$ cat src/rtl/pipe_hazard_ctrl.sv
// pipe_hazard_ctrl: central control unit for the 5-stage Y86-64 pipeline.
// Generates the per-stage stall and bubble controls for load/use, ret and
// mispredicted-jump hazards. It also sequences exception/halt shutdown
// (RUN -> DRAIN -> HALTED) and holds HALTED until reset.
// Optional feature macro: PIPE_CTRL_PERF_EN adds saturating performance
// counters (cyc_cnt, stall_cnt, bubble_cnt) that are CNT_W bits wide.
module pipe_hazard_ctrl #(
  parameter int CNT_W = 32
) (
  input  logic       clk,
  input  logic       rst_n,
  input  logic [3:0] D_icode,
  input  logic [3:0] d_srcA,
  input  logic [3:0] d_srcB,
  input  logic [3:0] E_icode,
  input  logic [3:0] E_dstM,
  input  logic       e_cnd,
  input  logic [3:0] M_icode,
  input  logic [1:0] m_stat,
  input  logic [1:0] W_stat,
  output logic       F_stall,
  output logic       D_stall,
  output logic       D_bubble,
  output logic       E_bubble,
  output logic       M_bubble,
  output logic       W_stall,
  output logic       halted,
  output logic [1:0] exc_stat
`ifdef PIPE_CTRL_PERF_EN
  ,
  output logic [CNT_W-1:0] cyc_cnt,
  output logic [CNT_W-1:0] stall_cnt,
  output logic [CNT_W-1:0] bubble_cnt
`endif
);

  localparam logic [3:0] I_JXX   = 4'h7;
  localparam logic [3:0] I_RET   = 4'h9;
  localparam logic [3:0] I_MRMOV = 4'h5;
  localparam logic [3:0] I_POP   = 4'hB;
  localparam logic [3:0] R_NONE  = 4'hF;
  localparam logic [1:0] S_AOK   = 2'b00;

  typedef enum logic [1:0] {
    ST_RUN    = 2'b00,
    ST_DRAIN  = 2'b01,
    ST_HALTED = 2'b10
  } state_e;

  state_e     state_q, state_d;
  logic       halted_q, halted_d;
  logic [1:0] exc_stat_q, exc_stat_d;

  logic loaduse_s;
  logic mispredict_s;
  logic ret_p_s;
  logic m_bad_s;
  logic w_bad_s;

  // Hazard detection terms from the decode/execute/memory stage fields.
  always_comb begin
    loaduse_s    = ((E_icode == I_MRMOV) || (E_icode == I_POP)) &&
                   (E_dstM != R_NONE) &&
                   ((E_dstM == d_srcA) || (E_dstM == d_srcB));
    mispredict_s = (E_icode == I_JXX) && !e_cnd;
    ret_p_s      = (D_icode == I_RET) || (E_icode == I_RET) || (M_icode == I_RET);
    m_bad_s      = (m_stat != S_AOK);
    w_bad_s      = (W_stat != S_AOK);
  end

  // Per-stage stall/bubble controls, combinational from state and inputs.
  always_comb begin
    F_stall  = 1'b0;
    D_stall  = 1'b0;
    D_bubble = 1'b0;
    E_bubble = 1'b0;
    M_bubble = 1'b0;
    W_stall  = 1'b0;
    if (!rst_n) begin
      // Reset flushes D/E/M with NOPs and lets fetch run.
      D_bubble = 1'b1;
      E_bubble = 1'b1;
      M_bubble = 1'b1;
    end else begin
      case (state_q)
        ST_RUN: begin
          F_stall  = loaduse_s | ret_p_s;
          // A mispredict squashes D, so it must not also be held.
          D_stall  = loaduse_s & ~mispredict_s;
          D_bubble = mispredict_s | (ret_p_s & ~loaduse_s);
          E_bubble = mispredict_s | loaduse_s;
          M_bubble = m_bad_s | w_bad_s;
          W_stall  = w_bad_s;
        end
        ST_DRAIN: begin
          F_stall  = 1'b1;
          D_stall  = 1'b1;
          E_bubble = 1'b1;
          M_bubble = 1'b1;
          W_stall  = w_bad_s;
        end
        ST_HALTED: begin
          F_stall  = 1'b1;
          D_stall  = 1'b1;
          E_bubble = 1'b1;
          M_bubble = 1'b1;
          W_stall  = 1'b1;
        end
        default: begin
          // Unreachable encoding: freeze everything like HALTED.
          F_stall  = 1'b1;
          D_stall  = 1'b1;
          E_bubble = 1'b1;
          M_bubble = 1'b1;
          W_stall  = 1'b1;
        end
      endcase
    end
  end

  // Shutdown sequencing: the writeback status wins over the memory status.
  always_comb begin
    state_d    = state_q;
    halted_d   = halted_q;
    exc_stat_d = exc_stat_q;
    case (state_q)
      ST_RUN: begin
        if (w_bad_s) begin
          state_d    = ST_HALTED;
          halted_d   = 1'b1;
          exc_stat_d = W_stat;
        end else if (m_bad_s) begin
          state_d = ST_DRAIN;
        end else begin
          state_d = ST_RUN;
        end
      end
      ST_DRAIN: begin
        if (w_bad_s) begin
          state_d    = ST_HALTED;
          halted_d   = 1'b1;
          exc_stat_d = W_stat;
        end else begin
          state_d = ST_DRAIN;
        end
      end
      ST_HALTED: begin
        state_d = ST_HALTED;
      end
      default: begin
        state_d = ST_RUN;
      end
    endcase
  end

  // State register with synchronous active-low reset.
  always_ff @(posedge clk) begin
    if (!rst_n) begin
      state_q    <= ST_RUN;
      halted_q   <= 1'b0;
      exc_stat_q <= 2'b00;
    end else begin
      state_q    <= state_d;
      halted_q   <= halted_d;
      exc_stat_q <= exc_stat_d;
    end
  end

  assign halted   = halted_q;
  assign exc_stat = exc_stat_q;

`ifdef PIPE_CTRL_PERF_EN
  localparam logic [CNT_W-1:0] CNT_MAX = {CNT_W{1'b1}};
  localparam logic [CNT_W-1:0] CNT_ONE = {{(CNT_W-1){1'b0}}, 1'b1};

  logic [CNT_W-1:0] cyc_cnt_q, cyc_cnt_d;
  logic [CNT_W-1:0] stall_cnt_q, stall_cnt_d;
  logic [CNT_W-1:0] bubble_cnt_q, bubble_cnt_d;

  // Saturating counters that advance only while the machine is in RUN.
  always_comb begin
    cyc_cnt_d    = cyc_cnt_q;
    stall_cnt_d  = stall_cnt_q;
    bubble_cnt_d = bubble_cnt_q;
    if (state_q == ST_RUN) begin
      if (cyc_cnt_q != CNT_MAX) begin
        cyc_cnt_d = cyc_cnt_q + CNT_ONE;
      end else begin
        cyc_cnt_d = cyc_cnt_q;
      end
      if (F_stall && (stall_cnt_q != CNT_MAX)) begin
        stall_cnt_d = stall_cnt_q + CNT_ONE;
      end else begin
        stall_cnt_d = stall_cnt_q;
      end
      if ((D_bubble || E_bubble) && (bubble_cnt_q != CNT_MAX)) begin
        bubble_cnt_d = bubble_cnt_q + CNT_ONE;
      end else begin
        bubble_cnt_d = bubble_cnt_q;
      end
    end else begin
      cyc_cnt_d    = cyc_cnt_q;
      stall_cnt_d  = stall_cnt_q;
      bubble_cnt_d = bubble_cnt_q;
    end
  end

  // Counter registers, cleared by reset.
  always_ff @(posedge clk) begin
    if (!rst_n) begin
      cyc_cnt_q    <= {CNT_W{1'b0}};
      stall_cnt_q  <= {CNT_W{1'b0}};
      bubble_cnt_q <= {CNT_W{1'b0}};
    end else begin
      cyc_cnt_q    <= cyc_cnt_d;
      stall_cnt_q  <= stall_cnt_d;
      bubble_cnt_q <= bubble_cnt_d;
    end
  end

  assign cyc_cnt    = cyc_cnt_q;
  assign stall_cnt  = stall_cnt_q;
  assign bubble_cnt = bubble_cnt_q;
`endif

endmodule

$ cat config.mk
export PLATFORM = sky130hd
export DESIGN_NAME = pipe_hazard_ctrl
export DESIGN_NICKNAME = d
export VERILOG_FILES = /design/src/rtl/pipe_hazard_ctrl.sv
export SDC_FILE = /design/constraint.sdc
export NUM_CORES = 1
export LEC_CHECK = 0
export CORE_MARGIN = 2
export CORE_UTILIZATION = 29
export CTS_CLUSTER_DIAMETER = 200
export DETAILED_ROUTE_END_ITERATION = 16
export MAX_ROUTING_LAYER = met4
export PLACE_DENSITY = 0.76
export SKIP_LAST_GASP = 1
export SYNTH_ARGS = -nofsm -noshare
export SYNTH_HDL_FRONTEND = slang
export SYNTH_SLANG_ARGS = --single-unit
export TNS_END_PERCENT = 50
$ cat constraint.sdc
create_clock -name clk -period 1.7 [get_ports clk]
set_clock_uncertainty 0.2 [all_clocks]
set_input_delay 0.255 -clock clk [delete_from_list [all_inputs] [get_ports clk]]
set_output_delay 0.255 -clock clk [all_outputs]
set_load 0.05 [all_outputs]
==> flow_summary_export.csv, run 1 <==
group,metric,value,unit
die,pin_count,40,
clock_tree,clock_sinks,5,
die,start_util,32.1,%
detailed_routing,drt_pass1_iterations,4,
layout,final_cell_mix,"buf_2, buf_4, dlygate4sd2_1",
power_and_ir_drop,clkPwrFrac,28.0,%
timing,slew_headroom,79.5,%
power_and_ir_drop,p_comb_share,46.4,%
synthesis,synthArstFlopShare,0,%
clock_tree,root_buffer,"clkbuf_4",
layout,drive_gt1_share,40.2,%
grt,grt_pass1_vias,531,
layout,design_area,906,sq um
synthesis,synth_seq_area_share,23.1,%
clock_tree,cts_tree,"done",
detailed_routing,ant_nets,0,
status,violations,"negative setup slack",
layout,fill_cells,129,
power_and_ir_drop,power.density,573,nW/um^2
critical_path,crit_path_end_kind,"output pin",
timing,fin_hold_ws,276,ps
layout,antenna_cells,0,
min_path,hold_class,"register to register",
critical_path,path_class,"primary input to output pin",
synthesis,synth_ff_type,"dfxtp_1",
critical_path,required,1240,ps
timing,setup_viol,5,
power_and_ir_drop,power,0.519,mW
place,place.gp.congestion,0.756,
place,place_ws,-506,ps
clock_tree,clock_path_buffers,2,
power_and_ir_drop,p_seq_share,25.6,%
clock_tree,holdBufCountCts,0,
clock_tree,cts_max_level,1,
layout,stdcell_count,112,
power_and_ir_drop,switching_share,35.6,%
detailed_routing,routed_wl,1.44,mm
synthesis,synth_edf_count,0,
grt,antenna_found_initial,0,
place,dpl_cell_area,908,sq um
synthesis,synth_seq_cells,5,
die,placementRows,13,
synthesis,yosysWarnings,0,
synthesis,synth_area_leader_cell,"dfxtp_1",
clock_tree,numCtsBuffers,3,
grt,grt.overflow.total,0,
detailed_routing,drc,0,
synthesis,syn_area_per_cell,8.33,sq um
grt,grtUsageTotal,17.3,%
power_and_ir_drop,vdd_drop_max,0.400,mV
synthesis,netlist_area,433,sq um
run,cap_violations,0,
power_and_ir_drop,leakage,0.424,nW
synthesis,synth_top_area_share,23.1,%
timing,slew_viol_final,0,
critical_path,cp-start-kind,"primary input",
detailed_routing,wl_per_cell,12.8,microns
timing,fmax,557,MHz
layout,nNetsFinal,129,
layout,final_common_cell,"buf_2",
layout,areaGrowthSynthToFinish,109,%
place,dp_hpwl,1.16,mm
timing,post-route-min-period,1800,ps
place,port_buffers,39,
die,dieArea,1820,sq um
synthesis,synthCells,52,
die,die_h,42.6,microns
synthesis,syn_nets,83,
layout,final_core_util,67.1,%
grt,grt_max_degree,7,
timing,worstMarginPinSlew,304,ps
power_and_ir_drop,p_switching,0.185,mW
clock_tree,clkLatencyLatePin,250,ps
timing,min_period_over_period,106,%
die,core_area,1350,sq um
detailed_routing,drt_iter0_markers,16,
clock_tree,path_clk_slew,50,ps
timing,rsz0062_at_grt,"yes",
synthesis,synth_area_leaders,"dfxtp_1, xor2_1, nor4bb_1",
timing,setup_tns,-320,ps
synthesis,yosysUniqueCellTypes,26,
power_and_ir_drop,p_int,0.334,mW
timing,finalWorstSetupSlack,-96.6,ps
status,outcome,"finished with violations",
detailed_routing,vias,563,
critical_path,crit_arrival,1340,ps
grt,grt_pass1_wl,2.28,mm
clock_tree,postCtsSetupBuffers,0,
detailed_routing,via_per_inst,5.03,
timing,finalHoldViolCount,0,
place,post-place-cells,108,
critical_path,cp_max_fo,2,
die,chipWidth,42.6,microns
## power groups by stage
| stage | Sequential (mW) | Combinational, mW | Clock (mW) |
|---|---|---|---|
| floorplan | 0.151 | 0.0943 | 0 |
| global placement | 0.134 | 0.252 | 0 |
| detailed placement | 0.135 | 0.254 | 0 |
| CTS | 0.132 | 0.240 | 0.149 |
| global route | 0.134 | 0.256 | 0.155 |
| finish | 0.133 | 0.241 | 0.146 |
## cell families after synthesis
family	share of synthesized area [%]
buffers and inverters	2.89
DFF	23.1
xor gates and xnor gates	16.2
AOI/OAI and AO/OA	22.5
and+or+nand+nor	35.3
## registers in the layout, indices dropped and copies added, names as in the netlist
signal	cells
halted	1
state_q	2
exc_stat	2
## critical path: stages
cell             delay, ps
clkdlybuf4s50_1        430
nor4_1                 290
nand3_1                180
buf_12                 180
## synthesized netlist by cell type, drive strengths merged, types with 2 or more instances
| cell type | number |
|---|---|
| xor2 | 8 |
| nor4bb | 3 |
| nor4 | 3 |
| a21boi | 2 |
| dfxtp | 5 |
| nand3 | 2 |
| o211a | 2 |
| nor2 | 3 |
| o21ai | 5 |
| nand2 | 4 |
## routing by layer
metal	vias up	part of all wire, %	global-route usage (%)
met1	255	41	18.6
li1	281	-	-
met5	-	0	-
met4	0	0.63	9.38
met2	24	50	27.9
met3	3	8.1	5.60
## timing repair
action / 4_1_cts / 5_1_grt
endpoints found under the setup margin: 6 / 6
pin swaps: 16 / 3
gates cloned: 0 / 0
resized for setup: 72 / 7
## final timing paths
check | endpoint | from | cells past startpoint | slack [ps]
max | M_bubble | m_stat[1] | 4 | -100
min | halted | halted | 1 | 280
max reg2reg | state_q[1] | state_q[1] | 3 | 430
min reg2reg | halted | halted | 1 | 280
## final cells by class
class / count / area [sq um] / area share (%)
timing repair buffer: 43 / 404 / 44.6
clock buffer: 4 / 26.3 / 2.90
tap: 15 / 18.8 / 2.07
multi-input combinational: 44 / 353 / 39.0
sequential: 5 / 100 / 11.0
inverter: 1 / 3.75 / 0.414
Note: power is estimated with default switching activity, not from simulation.
==> run 2: changes to the inputs <==
--- a/config.mk
+++ b/config.mk
@@ -8,7 +8,9 @@
 export CORE_MARGIN = 2
 export CORE_UTILIZATION = 29
 export CTS_CLUSTER_DIAMETER = 200
+export CTS_CLUSTER_SIZE = 30
 export DETAILED_ROUTE_END_ITERATION = 16
+export GPL_TIMING_DRIVEN = 0
 export MAX_ROUTING_LAYER = met4
 export PLACE_DENSITY = 0.76
 export SKIP_LAST_GASP = 1
==> flow_summary_export.csv, run 2 (same netlist as run 1, synthesis figures left out) <==
group,metric,value,unit
place,port_buffers,38,
power_and_ir_drop,p_seq_share,25.6,%
die,die_h,42.6,microns
critical_path,crit_path_end_kind,"output pin",
grt,grt_max_degree,11,
power_and_ir_drop,p_comb_share,46.8,%
layout,antenna_cells,0,
detailed_routing,drc,0,
grt,grtUsageTotal,16.8,%
timing,post-route-min-period,1800,ps
min_path,hold_class,"primary input to register",
place,place_ws,-1110,ps
timing,slew_viol_final,0,
die,start_util,32.1,%
grt,antenna_found_initial,0,
power_and_ir_drop,switching_share,36.9,%
detailed_routing,wl_per_cell,13.3,microns
power_and_ir_drop,p_switching,0.192,mW
die,pin_count,40,
min_path,min_delay_path_depth,2,
die,chipWidth,42.6,microns
layout,final_core_util,68.8,%
clock_tree,clkLatencyLatePin,250,ps
die,placementRows,13,
detailed_routing,vias,556,
timing,finalHoldViolCount,0,
power_and_ir_drop,power.density,561,nW/um^2
layout,fill_cells,120,
power_and_ir_drop,clkPwrFrac,27.6,%
place,place.gp.congestion,0.720,
layout,seq_area,100,sq um
timing,fmax,555,MHz
die,core_area,1350,sq um
timing,rsz0062_at_grt,"yes",
detailed_routing,drt_iter0_markers,7,
grt,grt.overflow.total,0,
detailed_routing,ant_nets,0,
detailed_routing,drt_pass1_iterations,4,
timing,min_period_over_period,106,%
timing,finalWorstSetupSlack,-102,ps
power_and_ir_drop,leakage,0.438,nW
clock_tree,cts_tree,"done",
status,outcome,"finished with violations",
clock_tree,clock_sinks,5,
timing,setup_viol,5,
critical_path,reg2reg_depth,4,
layout,drive_gt1_share,40.4,%
grt,grt_pass1_wl,2.36,mm
clock_tree,cts_max_level,1,
detailed_routing,routed_wl,1.45,mm
critical_path,cp_max_fo,3,
power_and_ir_drop,vdd_drop_max,0.385,mV
clock_tree,clock_path_buffers,2,
clock_tree,path_clk_slew,40,ps
die,dieArea,1820,sq um
timing,worstMarginPinSlew,500,ps
layout,final_cell_mix,"buf_2, buf_6, dlygate4sd2_1",
critical_path,path_class,"primary input to output pin",
clock_tree,numCtsBuffers,3,
clock_tree,holdBufCountCts,0,
power_and_ir_drop,p_int,0.328,mW
layout,multi_input_area,419,sq um
critical_path,required,1240,ps
place,dp_hpwl,1.10,mm
critical_path,crit_arrival,1350,ps
clock_tree,root_buffer,"clkbuf_4",
power_and_ir_drop,power,0.520,mW
layout,final_common_cell,"buf_2",
detailed_routing,via_per_inst,5.10,
critical_path,cp-start-kind,"primary input",
status,violations,"negative setup slack",
layout,nNetsFinal,126,
layout,areaGrowthSynthToFinish,114,%
grt,grt_pass1_vias,576,
run,cap_violations,0,
timing,slew_headroom,66.6,%
-- run 2: cell count changes in the layout (fill, tap and decap cells not counted), sizes merged --
cell,before,now
dlymetal6s2s,0,2
buf,26,20
clkdlybuf4s15,5,6
-- run 2: final cells by class --
type                       instances  area share, %
timing repair buffer              39           38.3
inverter                           1          0.404
tap                               15           2.02
clock buffer                       4           2.83
sequential                         5           10.8
buffer                             1          0.539
multi-input combinational         44           45.1
-- run 2: worst max-delay path, stage by stage --
cell	delay [ps]
clkdlybuf4s50_1	430
o31a_1	320
clkdlybuf4s15_2	340
-- run 2: routing by layer --
metal / track usage [%] / wire [microns] / up-vias / part of all wire, %
met3: 3.88 / 91 / 0 / 6.3
met5: - / 0 / - / 0
met1: 19.6 / 573 / 255 / 39
met2: 30.0 / 788 / 27 / 54
met4: 1.88 / 0 / 0 / 0
li1: - / - / 274 / -
-- run 2: power by group through the flow --
stage	Clock (mW)	Combinational, mW	Sequential [mW]
6_report	0.144	0.243	0.133
5_1_grt	0.153	0.258	0.134
4_1_cts	0.146	0.222	0.133
3_5_place_dp	0	0.229	0.132
3_3_place_gp	0	0.227	0.131
2_1_floorplan	0	0.0943	0.151
-- run 2: timing repair --
action | in CTS | in global routing
setup endpoints to repair | 9 | 8
cloned | 0 | 0
buffers inserted | 0 | 1
pin swaps | 15 | 10
gates resized for setup | 109 | 26
hold endpoints to repair | 0 | 0
-- run 2: metrics by stage --
stage	cells	TNS, ps	area (sq um)	hold slack (ps)
after floorplan	52	0	438	237
after global placement	105	-5330	837	249
after detailed placement	105	-5310	837	256
after CTS	108	-628	858	129
after global routing	109	-633	928	155
final	109	-283	928	140
-- run 2: path summary, 6_finish.rpt --
| check | start | to | slack [ps] |
|---|---|---|---|
| setup / recovery | W_stat[1] | W_stall | -100 |
| hold / removal | rst_n | halted | 140 |
| hold reg to reg | halted | halted | 250 |
| setup reg to reg | state_q[1] | exc_stat[1] | 490 |
==> run 3: changes to the inputs <==
--- a/config.mk
+++ b/config.mk
@@ -7,7 +7,7 @@
 export LEC_CHECK = 0
 export CORE_MARGIN = 2
 export CORE_UTILIZATION = 29
-export CTS_CLUSTER_DIAMETER = 200
+export CTS_CLUSTER_DIAMETER = 100
 export CTS_CLUSTER_SIZE = 30
 export DETAILED_ROUTE_END_ITERATION = 16
 export GPL_TIMING_DRIVEN = 0
==> results of run 3 <==
The final DEF is identical to that of run 2; final timing and power are the same.
